### src/rtl/accum_bank_pkg.sv
// Shared opcode and FSM state types for the accumulator bank.
// The optional saturating mode is selected with ACCUM_BANK_SAT_EN.
package accum_bank_pkg;

  typedef enum logic [1:0] {
    OP_LOAD      = 2'd0,
    OP_ADD       = 2'd1,
    OP_SUB       = 2'd2,
    OP_CLEAR_ALL = 2'd3
  } op_e;

  typedef enum logic {
    ST_IDLE  = 1'b0,
    ST_SWEEP = 1'b1
  } state_e;

endpackage

### src/rtl/accum_bank_alu.sv
// Combinational next-value and overflow for one accumulator update.
// ACCUM_BANK_SAT_EN defined: clamp on overflow; undefined: wrap modulo 2^WIDTH.
module accum_alu
  import accum_bank_pkg::*;
#(
  parameter int WIDTH = 8,
  parameter int BIAS  = 5
) (
  input  op_e              op_i,
  input  logic [WIDTH-1:0] cur_i,
  input  logic [WIDTH-1:0] operand_i,
  output logic [WIDTH-1:0] next_o,
  output logic             ovf_o
);

  localparam logic [WIDTH+1:0] BIAS_X = (WIDTH+2)'(BIAS);

  // Two guard bits hold the carry of cur + operand + BIAS.
  logic [WIDTH+1:0] sum;
  logic [WIDTH:0]   diff;

  assign sum  = {2'b00, cur_i} + {2'b00, operand_i} + BIAS_X;
  assign diff = {1'b0, cur_i} - {1'b0, operand_i};

  always_comb begin
    next_o = '0;
    ovf_o  = 1'b0;
    case (op_i)
      OP_LOAD: next_o = operand_i;
      OP_ADD: begin
        next_o = sum[WIDTH-1:0];
        ovf_o  = |sum[WIDTH+1:WIDTH];
`ifdef ACCUM_BANK_SAT_EN
        if (ovf_o) next_o = '1;
`endif
      end
      OP_SUB: begin
        next_o = diff[WIDTH-1:0];
        ovf_o  = diff[WIDTH];
`ifdef ACCUM_BANK_SAT_EN
        if (ovf_o) next_o = '0;
`endif
      end
      OP_CLEAR_ALL: next_o = '0;
    endcase
  end

endmodule

### src/rtl/accum_bank.sv
// Bank of NUM_CH accumulators with a one-deep result register and a CLEAR_ALL sweep.
// Saturating arithmetic is enabled by defining ACCUM_BANK_SAT_EN.
module accum_bank
  import accum_bank_pkg::*;
#(
  parameter  int WIDTH  = 8,
  parameter  int NUM_CH = 4,
  parameter  int BIAS   = 5,
  localparam int CW     = $clog2(NUM_CH)
) (
  input  logic             clock,
  input  logic             rst_n,
  input  logic             in_valid,
  output logic             in_ready,
  input  logic [CW-1:0]    in_ch,
  input  logic [1:0]       in_op,
  input  logic [WIDTH-1:0] in_data,
  output logic             out_valid,
  input  logic             out_ready,
  output logic [CW-1:0]    out_ch,
  output logic [WIDTH-1:0] out_data,
  input  logic [CW-1:0]    peek_ch,
  output logic [WIDTH-1:0] peek_data,
  output logic             overflow
);

  logic [WIDTH-1:0] acc_q [NUM_CH];
  state_e           state_q;
  logic [CW-1:0]    sweep_idx_q;
  logic             out_valid_q;
  logic [CW-1:0]    out_ch_q;
  logic [WIDTH-1:0] out_data_q;
  logic             overflow_q;

  op_e              op;
  logic             accept;
  logic [WIDTH-1:0] alu_next;
  logic             alu_ovf;
  logic [NUM_CH-1:0] acc_we;
  logic [WIDTH-1:0] acc_wdata;

  assign op       = op_e'(in_op);
  assign in_ready = (state_q == ST_IDLE) && (!out_valid_q || out_ready);
  assign accept   = in_valid && in_ready;

  accum_alu #(
    .WIDTH (WIDTH),
    .BIAS  (BIAS)
  ) u_alu (
    .op_i      (op),
    .cur_i     (acc_q[in_ch]),
    .operand_i (in_data),
    .next_o    (alu_next),
    .ovf_o     (alu_ovf)
  );

  // The sweep and a command never write in the same cycle: in_ready is low in SWEEP.
  assign acc_wdata = (state_q == ST_SWEEP) ? '0 : alu_next;

  for (genvar gi = 0; gi < NUM_CH; gi++) begin : g_ch
    assign acc_we[gi] = (accept && (op != OP_CLEAR_ALL) && (in_ch == CW'(gi))) ||
                        ((state_q == ST_SWEEP) && (sweep_idx_q == CW'(gi)));

    always_ff @(posedge clock or negedge rst_n) begin
      if (!rst_n) begin
        acc_q[gi] <= '0;
      end else if (acc_we[gi]) begin
        acc_q[gi] <= acc_wdata;
      end
    end
  end

  always_ff @(posedge clock or negedge rst_n) begin
    if (!rst_n) begin
      state_q     <= ST_IDLE;
      sweep_idx_q <= '0;
      out_valid_q <= 1'b0;
      out_ch_q    <= '0;
      out_data_q  <= '0;
      overflow_q  <= 1'b0;
    end else begin
      if (out_valid_q && out_ready) out_valid_q <= 1'b0;
      case (state_q)
        ST_IDLE: begin
          if (accept) begin
            if (op == OP_CLEAR_ALL) begin
              state_q     <= ST_SWEEP;
              sweep_idx_q <= '0;
            end else begin
              out_valid_q <= 1'b1;
              out_ch_q    <= in_ch;
              out_data_q  <= alu_next;
              if (alu_ovf) overflow_q <= 1'b1;
            end
          end
        end
        ST_SWEEP: begin
          sweep_idx_q <= sweep_idx_q + 1'b1;
          if (sweep_idx_q == CW'(NUM_CH - 1)) begin
            state_q     <= ST_IDLE;
            out_valid_q <= 1'b1;
            out_ch_q    <= sweep_idx_q;
            out_data_q  <= '0;
            overflow_q  <= 1'b0;
          end
        end
        default: state_q <= ST_IDLE;
      endcase
    end
  end

  assign out_valid = out_valid_q;
  assign out_ch    = out_ch_q;
  assign out_data  = out_data_q;
  assign overflow  = overflow_q;
  assign peek_data = acc_q[peek_ch] + WIDTH'(BIAS);

endmodule

### config.mk
export PLATFORM = sky130hd
export DESIGN_NAME = accum_bank
export DESIGN_NICKNAME = d
export VERILOG_FILES = /design/src/rtl/accum_bank_pkg.sv /design/src/rtl/accum_bank_alu.sv /design/src/rtl/accum_bank.sv
export SDC_FILE = /design/constraint.sdc
export NUM_CORES = 1
export LEC_CHECK = 0
export ABC_AREA = 1
export CORE_MARGIN = 3
export CORE_UTILIZATION = 45
export CTS_BUF_LIST = sky130_fd_sc_hd__clkbuf_8 sky130_fd_sc_hd__clkbuf_16
export CTS_CLUSTER_DIAMETER = 150
export DETAILED_ROUTE_END_ITERATION = 8
export GPL_TIMING_DRIVEN = 0
export MAX_ROUTING_LAYER = met4
export PLACE_DENSITY = 0.73
export SLEW_MARGIN = 10
export SYNTH_ARGS = -nofsm -noshare
export SYNTH_HDL_FRONTEND = slang
export SYNTH_SLANG_ARGS = --single-unit
### constraint.sdc
create_clock -name clock -period 5.76 [get_ports clock]
set_clock_uncertainty 0.05 [all_clocks]
set_input_delay 1.44 -clock clock [delete_from_list [all_inputs] [get_ports clock]]
set_output_delay 1.44 -clock clock [all_outputs]
set_load 0.005 [all_outputs]
==> results of run 1 <==
state kept, by name, summed over array words and instances (netlist names):
name,count
acc_q,32
out_data,8
out_ch,2
sweep_idx_q,2
out_valid,1
overflow,1
state_q,1
final timing paths:
| path | start | endpoint | slack (ns) | cells past startpoint |
|---|---|---|---|---|
| hold reg to reg | out_data[1] | out_data[1] | 0.44 | 2 |
| hold / removal | out_data[1] | out_data[1] | 0.44 | 2 |
| max in group asynchronous | rst_n | acc_q[16] | 4.22 | 2 |
| setup / recovery | peek_ch[1] | peek_data[6] | 0.30 | 11 |
| setup reg to reg | acc_q[24] | acc_q[4] | 2.74 | 12 |
| min in group asynchronous | rst_n | out_data[6] | 0.96 | 1 |
through the flow:
stage / hold WS, ns / utilization (%)
3_5_place_dp: 0.415 / 54.6
2_1_floorplan: 0.399 / -
4_1_cts: 0.447 / 56.1
6_report: 0.441 / 56.2
3_3_place_gp: 0.415 / 54.4
5_1_grt: 0.488 / 56.2
power by group:
| part | switching (mW) | internal (mW) |
|---|---|---|
| Combinational | 0.620 | 0.403 |
| Clock | 0.119 | 0.129 |
| Sequential | 0.0892 | 0.458 |
| Total | 0.828 | 0.990 |
routing by layer:
layer / track usage (%) / part of all wire (%)
met5: - / 0
met4: 7.09 / 2.4
met3: 4.22 / 6.1
met2: 35.4 / 45
met1: 31.2 / 46
kinds of logic (layout without fill, tap and decap cells):
kind of cell | Yosys count | in the layout | share of synthesized area (%)
compound gates | 111 | 111 | 19.4
xor+xnor | 7 | 7 | 1.72
fa+ha+maj | 28 | 28 | 10.3
buf+inv | 79 | 125 | 9.18
flops | 47 | 47 | 33.1
simple gates | 217 | 217 | 26.3
cell usage in the layout, fill, tap and decap left out, types with 3 or more instances in the layout:
cell type and instances:
nand2_1 140, inv_1 55, dfrtp_1 47, o21ai_0 38, clkdlybuf4s50_1 36, nor2_1 30, ha_1 26, nand3_1 25
a21oi_1 18, a22oi_1 11, o21ai_1 10, buf_2 8, nand2_2 7, o21ai_2 7, xor2_1 5, clkbuf_8 5
inv_2 4, o211ai_1 4, clkbuf_1 4, nand3_2 4, o22ai_1 3, a21oi_2 3, clkinv_1 3, o221ai_1 3
a31oi_1 3, nand4_1 3
critical path, cell delays in order:
cell and delay [ns]:
clkdlybuf4s50_1 0.54, inv_1 0.17, buf_2 0.25, o21ai_0 0.13, o22ai_1 0.20, ha_1 0.22
inv_1 0.07, a21oi_2 0.21, nand2_1 0.09, xnor2_1 0.14, clkdlybuf4s50_1 0.51
final cells by class:
type	instances	area share [%]
multi-input combinational	363	49.2
clock inverter	3	1.05
tap	99	2.96
clock buffer	5	1.64
buffer	15	1.94
timing repair buffer	38	9.21
inverter	64	5.86
sequential	47	28.1
==> impl_metrics.py, run 1 <==
metrics = {
    "pwr": {
        "ir_drop_uv": 304,
        "p_leak_nw": 2.07,
        "powerDensity_mw_per_mm2": 435,
        "power_mw": 1.82,
    },
    "synth": {
        "ys_warn_count": 0,
        "synthArstFlopShare_pct": 100,
        "yosysSeqAreaShare_pct": 33.1,
        "synthDistinctLibCells": 42,
        "syn_inst": 489,
        "synth_edf_count": 0,
        "netlist.area_leader.share_pct": 33.1,
        "syn_avg_cell_area_um2": 7.28,
        "synthTopCellsByCount": "nand2_1 (140), inv_1 (55), dfrtp_1 (47), o21ai_0 (38), nor2_1 (30)",
        "synthTopCellsByArea": "dfrtp_1 (33%), nand2_1 (15%), ha_1 (9.1%), inv_1 (5.8%), o21ai_0 (5.3%)",
        "synth_area_mm2": 0.00356,
        "synth_flop_cell": "dfrtp_1",
        "syn-num-nets": 535,
        "yosysMostFrequentCell": "nand2_1",
        "synth_seq_cells": 47,
        "yosysTopAreaCell": "dfrtp_1",
    },
    "floorplanning": {
        "start_util_pct": 47.8,
        "io_pins": 39,
        "die_area_mm2": 0.00901,
        "die_height_um": 94.9,
        "rows": 31,
        "core_area_mm2": 0.00745,
        "die_w_um": 94.9,
    },
    "routing": {
        "drt_drc_violations_left": 0,
        "vias": 3513,
        "routed_wl_um": 9530,
        "drt_iter0_markers": 345,
        "antenna_left": 0,
        "first_pass_iters": 5,
        "post_drt_wl_per_cell_um": 15.0,
        "via_per_inst": 5.54,
    },
    "layout": {
        "nets": 580,
        "fillCellCount": 716,
        "drive_gt1_share_pct": 10.3,
        "n_antenna_cell": 0,
        "area.sequential_mm2": 0.00118,
        "stdcell_count": 634,
        "area_delta_synth_final_pct": 17.6,
        "multiInputGateArea_mm2": 0.00206,
        "design_area_mm2": 0.00418,
    },
    "global_routing": {
        "antenna_found_initial": 0,
        "grt_pass1_wl_um": 15800,
        "track_usage_pct": 23.1,
        "grt_pass1_vias": 3257,
        "grt_overflow": 0,
        "grt_start_max_net_pins": 36,
    },
    "timing": {
        "report.final.slew_viol_count": 0,
        "period_share_pct": 94.8,
        "max_freq_ghz": 0.183,
        "setup_violations": 0,
        "final-hold-violation-count": 0,
        "rsz0062_at_grt": "no",
        "worst_slack_ns": 0.299,
        "tightest_slew_ns": 0.824,
        "setup_tns_ns": 0,
        "max_slew_margin_pct": 44.8,
        "finalCriticalPeriod_ns": 5.46,
    },
    "placement": {
        "placed_cells_incl_taps": 626,
        "portBuffers": 37,
        "gp_congestion": 0.892,
        "preCtsSetupSlack_ns": 0.251,
        "place_area_mm2": 0.00407,
        "dp.final_hpwl_um": 7420,
    },
    "clocking": {
        "cts_root_buffer": "clkbuf_8",
        "clk_pin_slew_worst_paths_ns": 0.09,
        "ctsHoldBuffers": 0,
        "postCtsSetupBuffers": 0,
        "clock_latency_ns": 0.31,
        "h-tree-depth": 2,
        "cts_buffers": 5,
        "cts_resized": 0,
        "clock_path_buffers": 2,
        "clock_sinks": 47,
        "cts_tree": "yes",
    },
    "setup_path": {
        "worstPathMaxFanout": 10,
        "required_ns": 4.27,
        "cp-start-kind": "primary input",
        "crit_path_end_kind": "output port",
        "crit_type": "primary input to output port",
        "arrival_ns": 3.97,
    },
    "worst_hold_path": {
        "hp-class": "flip-flop to flip-flop",
    },
    "run": {
        "cap_violations": 0,
    },
    "status": {
        "status": "completed",
    },
}
(Power assumes the default switching activity.)
==> inputs of run 2 (changes only) <==
- ABC_AREA: 1 -> not set
- SLEW_MARGIN: 10 -> not set
==> impl_metrics.py, run 2 <==
metrics = {
    "status": {
        "status": "completed",
    },
    "clocking": {
        "clock_path_buffers": 2,
        "clock_sinks": 47,
        "postCtsSetupBuffers": 0,
        "cts_resized": 0,
        "cts_buffers": 5,
        "cts_tree": "yes",
        "clk_pin_slew_worst_paths_ns": 0.08,
        "h-tree-depth": 2,
        "ctsHoldBuffers": 0,
        "cts_root_buffer": "clkbuf_8",
        "clock_latency_ns": 0.30,
    },
    "timing": {
        "period_share_pct": 94.3,
        "final-hold-violation-count": 0,
        "rsz0062_at_grt": "no",
        "max_freq_ghz": 0.184,
        "report.final.slew_viol_count": 0,
        "max_slew_margin_pct": 18.0,
        "tightest_slew_ns": 1.23,
        "setup_violations": 0,
        "finalCriticalPeriod_ns": 5.43,
        "hold_ws_ns": 0.465,
        "setup_tns_ns": 0,
    },
    "routing": {
        "antenna_left": 0,
        "via_per_inst": 6.03,
        "first_pass_iters": 4,
        "drt_drc_violations_left": 0,
        "vias": 2886,
        "drt_iter0_markers": 150,
        "routed_wl_um": 8820,
        "post_drt_wl_per_cell_um": 18.4,
    },
    "synth": {
        "syn-num-nets": 381,
        "netlist.area_leader.share_pct": 32.9,
        "yosysSeqAreaShare_pct": 32.9,
        "synth_area_mm2": 0.00358,
        "synthDistinctLibCells": 55,
        "synthTopCellsByCount": "dfrtp_1 (47), mux2_2 (35), ha_1 (26), inv_1 (22), nor2_1 (21)",
        "yosysTopAreaCell": "dfrtp_1",
        "ys_warn_count": 0,
        "synthArstFlopShare_pct": 100,
        "synthTopCellsByArea": "dfrtp_1 (33%), mux2_2 (11%), mux4_2 (10%), ha_1 (9.1%), mux2i_1 (3.1%)",
        "syn_inst": 335,
        "syn_avg_cell_area_um2": 10.7,
        "synth_edf_count": 0,
        "yosysMostFrequentCell": "dfrtp_1",
        "synth_flop_cell": "dfrtp_1",
        "synth_seq_cells": 47,
    },
    "setup_path": {
        "worstPathMaxFanout": 10,
        "crit_slowest_cell": "a211oi_1",
        "crit_path_end_kind": "flip-flop",
        "arrival_ns": 5.62,
        "r2r_cells": 9,
        "path_cells": "clkdlybuf4s50_1, buf_1, mux4_2, ha_1, fa_1, ha_1, or2_2, nor3b_1, o31a_1, a211oi_1, mux2_2",
        "cp-start-kind": "primary input",
        "crit_type": "primary input to flip-flop",
        "critical-path-max-stage-delay_ns": 0.60,
        "path_common_cell": "ha_1",
        "required_ns": 5.95,
    },
    "layout": {
        "area_delta_synth_final_pct": 16.3,
        "fin_util_pct": 55.6,
        "stdcell_count": 479,
        "largest-register": "acc_q",
        "largest_register_ffs": 32,
        "final_common_cell": "dfrtp_1",
        "nets": 425,
        "final_cell_mix": "dfrtp_1 (47), mux2_2 (35), clkdlybuf4s50_1 (35)",
        "drive_gt1_share_pct": 18.7,
        "n_antenna_cell": 0,
    },
    "floorplanning": {
        "rows": 31,
        "die_area_mm2": 0.00906,
        "core_area_mm2": 0.00749,
        "io_pins": 39,
        "die_height_um": 95.2,
        "die_w_um": 95.2,
        "start_util_pct": 47.8,
    },
    "worst_hold_path": {
        "whs_path_depth": 1,
        "hp-class": "flip-flop to flip-flop",
    },
    "run": {
        "cap_violations": 0,
    },
    "pwr": {
        "ir_drop_uv": 274,
        "power_mw": 2.04,
        "powerDensity_mw_per_mm2": 490,
        "p_leak_nw": 1.83,
    },
    "global_routing": {
        "grt_start_max_net_pins": 39,
        "antenna_found_initial": 0,
        "grt_overflow": 0,
        "grt_pass1_vias": 2904,
        "track_usage_pct": 21.4,
        "grt_pass1_wl_um": 14600,
    },
    "placement": {
        "placed_cells_incl_taps": 471,
        "gp_congestion": 0.875,
        "dp.final_hpwl_um": 6730,
        "portBuffers": 36,
    },
}
[run 2: cell type report]
class / count / area, µm²
clock inverter: 3 / 12.5
inverter: 22 / 82.6
clock buffer: 5 / 68.8
timing repair buffer: 37 / 375
sequential: 47 / 1180
tap: 99 / 124
multi-input combinational: 252 / 2260
buffer: 14 / 57.6
fill: 640 / 3330
[run 2: power breakdown]
| group | internal, mW | switching, mW | total, mW |
|---|---|---|---|
| registers | 0.470 | 0.0985 | 0.568 |
| logic | 0.644 | 0.635 | 1.28 |
| clock network | 0.0819 | 0.109 | 0.191 |
[run 2: worst paths after layout]
path,slack (ns),start,end
max in group asynchronous,4.23,rst_n,acc_q[26]
min in group asynchronous,0.94,rst_n,acc_q[31]
hold reg to reg,0.47,out_data[3],out_data[3]
setup / recovery,0.33,in_ch[1],acc_q[12]
hold / removal,0.47,out_data[3],out_data[3]
setup reg to reg,2.07,acc_q[0],acc_q[12]
[run 2: routing by layer]
metal	GRT usage, %	vias to the layer above	wire (µm)
met1	28.5	1465	3930
li1	-	1327	-
met2	34.9	85	4380
met4	6.73	0	98
met5	-	-	0
met3	1.89	9	412
[run 2: cells by family (layout without fill, tap and decap cells)]
kind of cell | Yosys count | count (layout) | synth area share, %
compound gates | 68 | 68 | 13.2
xor+xnor | 14 | 14 | 3.64
fa+ha+maj | 28 | 28 | 10.2
buf+inv | 36 | 81 | 3.88
flops | 47 | 47 | 32.9
mux | 62 | 62 | 24.2
simple gates | 80 | 80 | 12.0
[run 2: critical path, delay by kind of cell]
kind / cells / cell delay [ns]
buf+inv: 2 / 1.06
simple gates: 2 / 0.51
compound gates: 2 / 0.91
fa+ha+maj: 3 / 0.96
mux: 2 / 0.74
[run 2: per-stage QoR]
stage,area (µm²),setup WS (ns)
final,4160,0.327
after floorplan,3580,0.886
after global routing,4160,0.185
after CTS,4160,0.135
after global placement,4060,-0.170
after detailed placement,4080,-0.189
==> inputs of run 3 (changes only) <==
- HOLD_SLACK_MARGIN: not set -> 0.15
==> results of run 3 <==
Same layout as run 2: the final DEF is identical, and so are final timing and power.
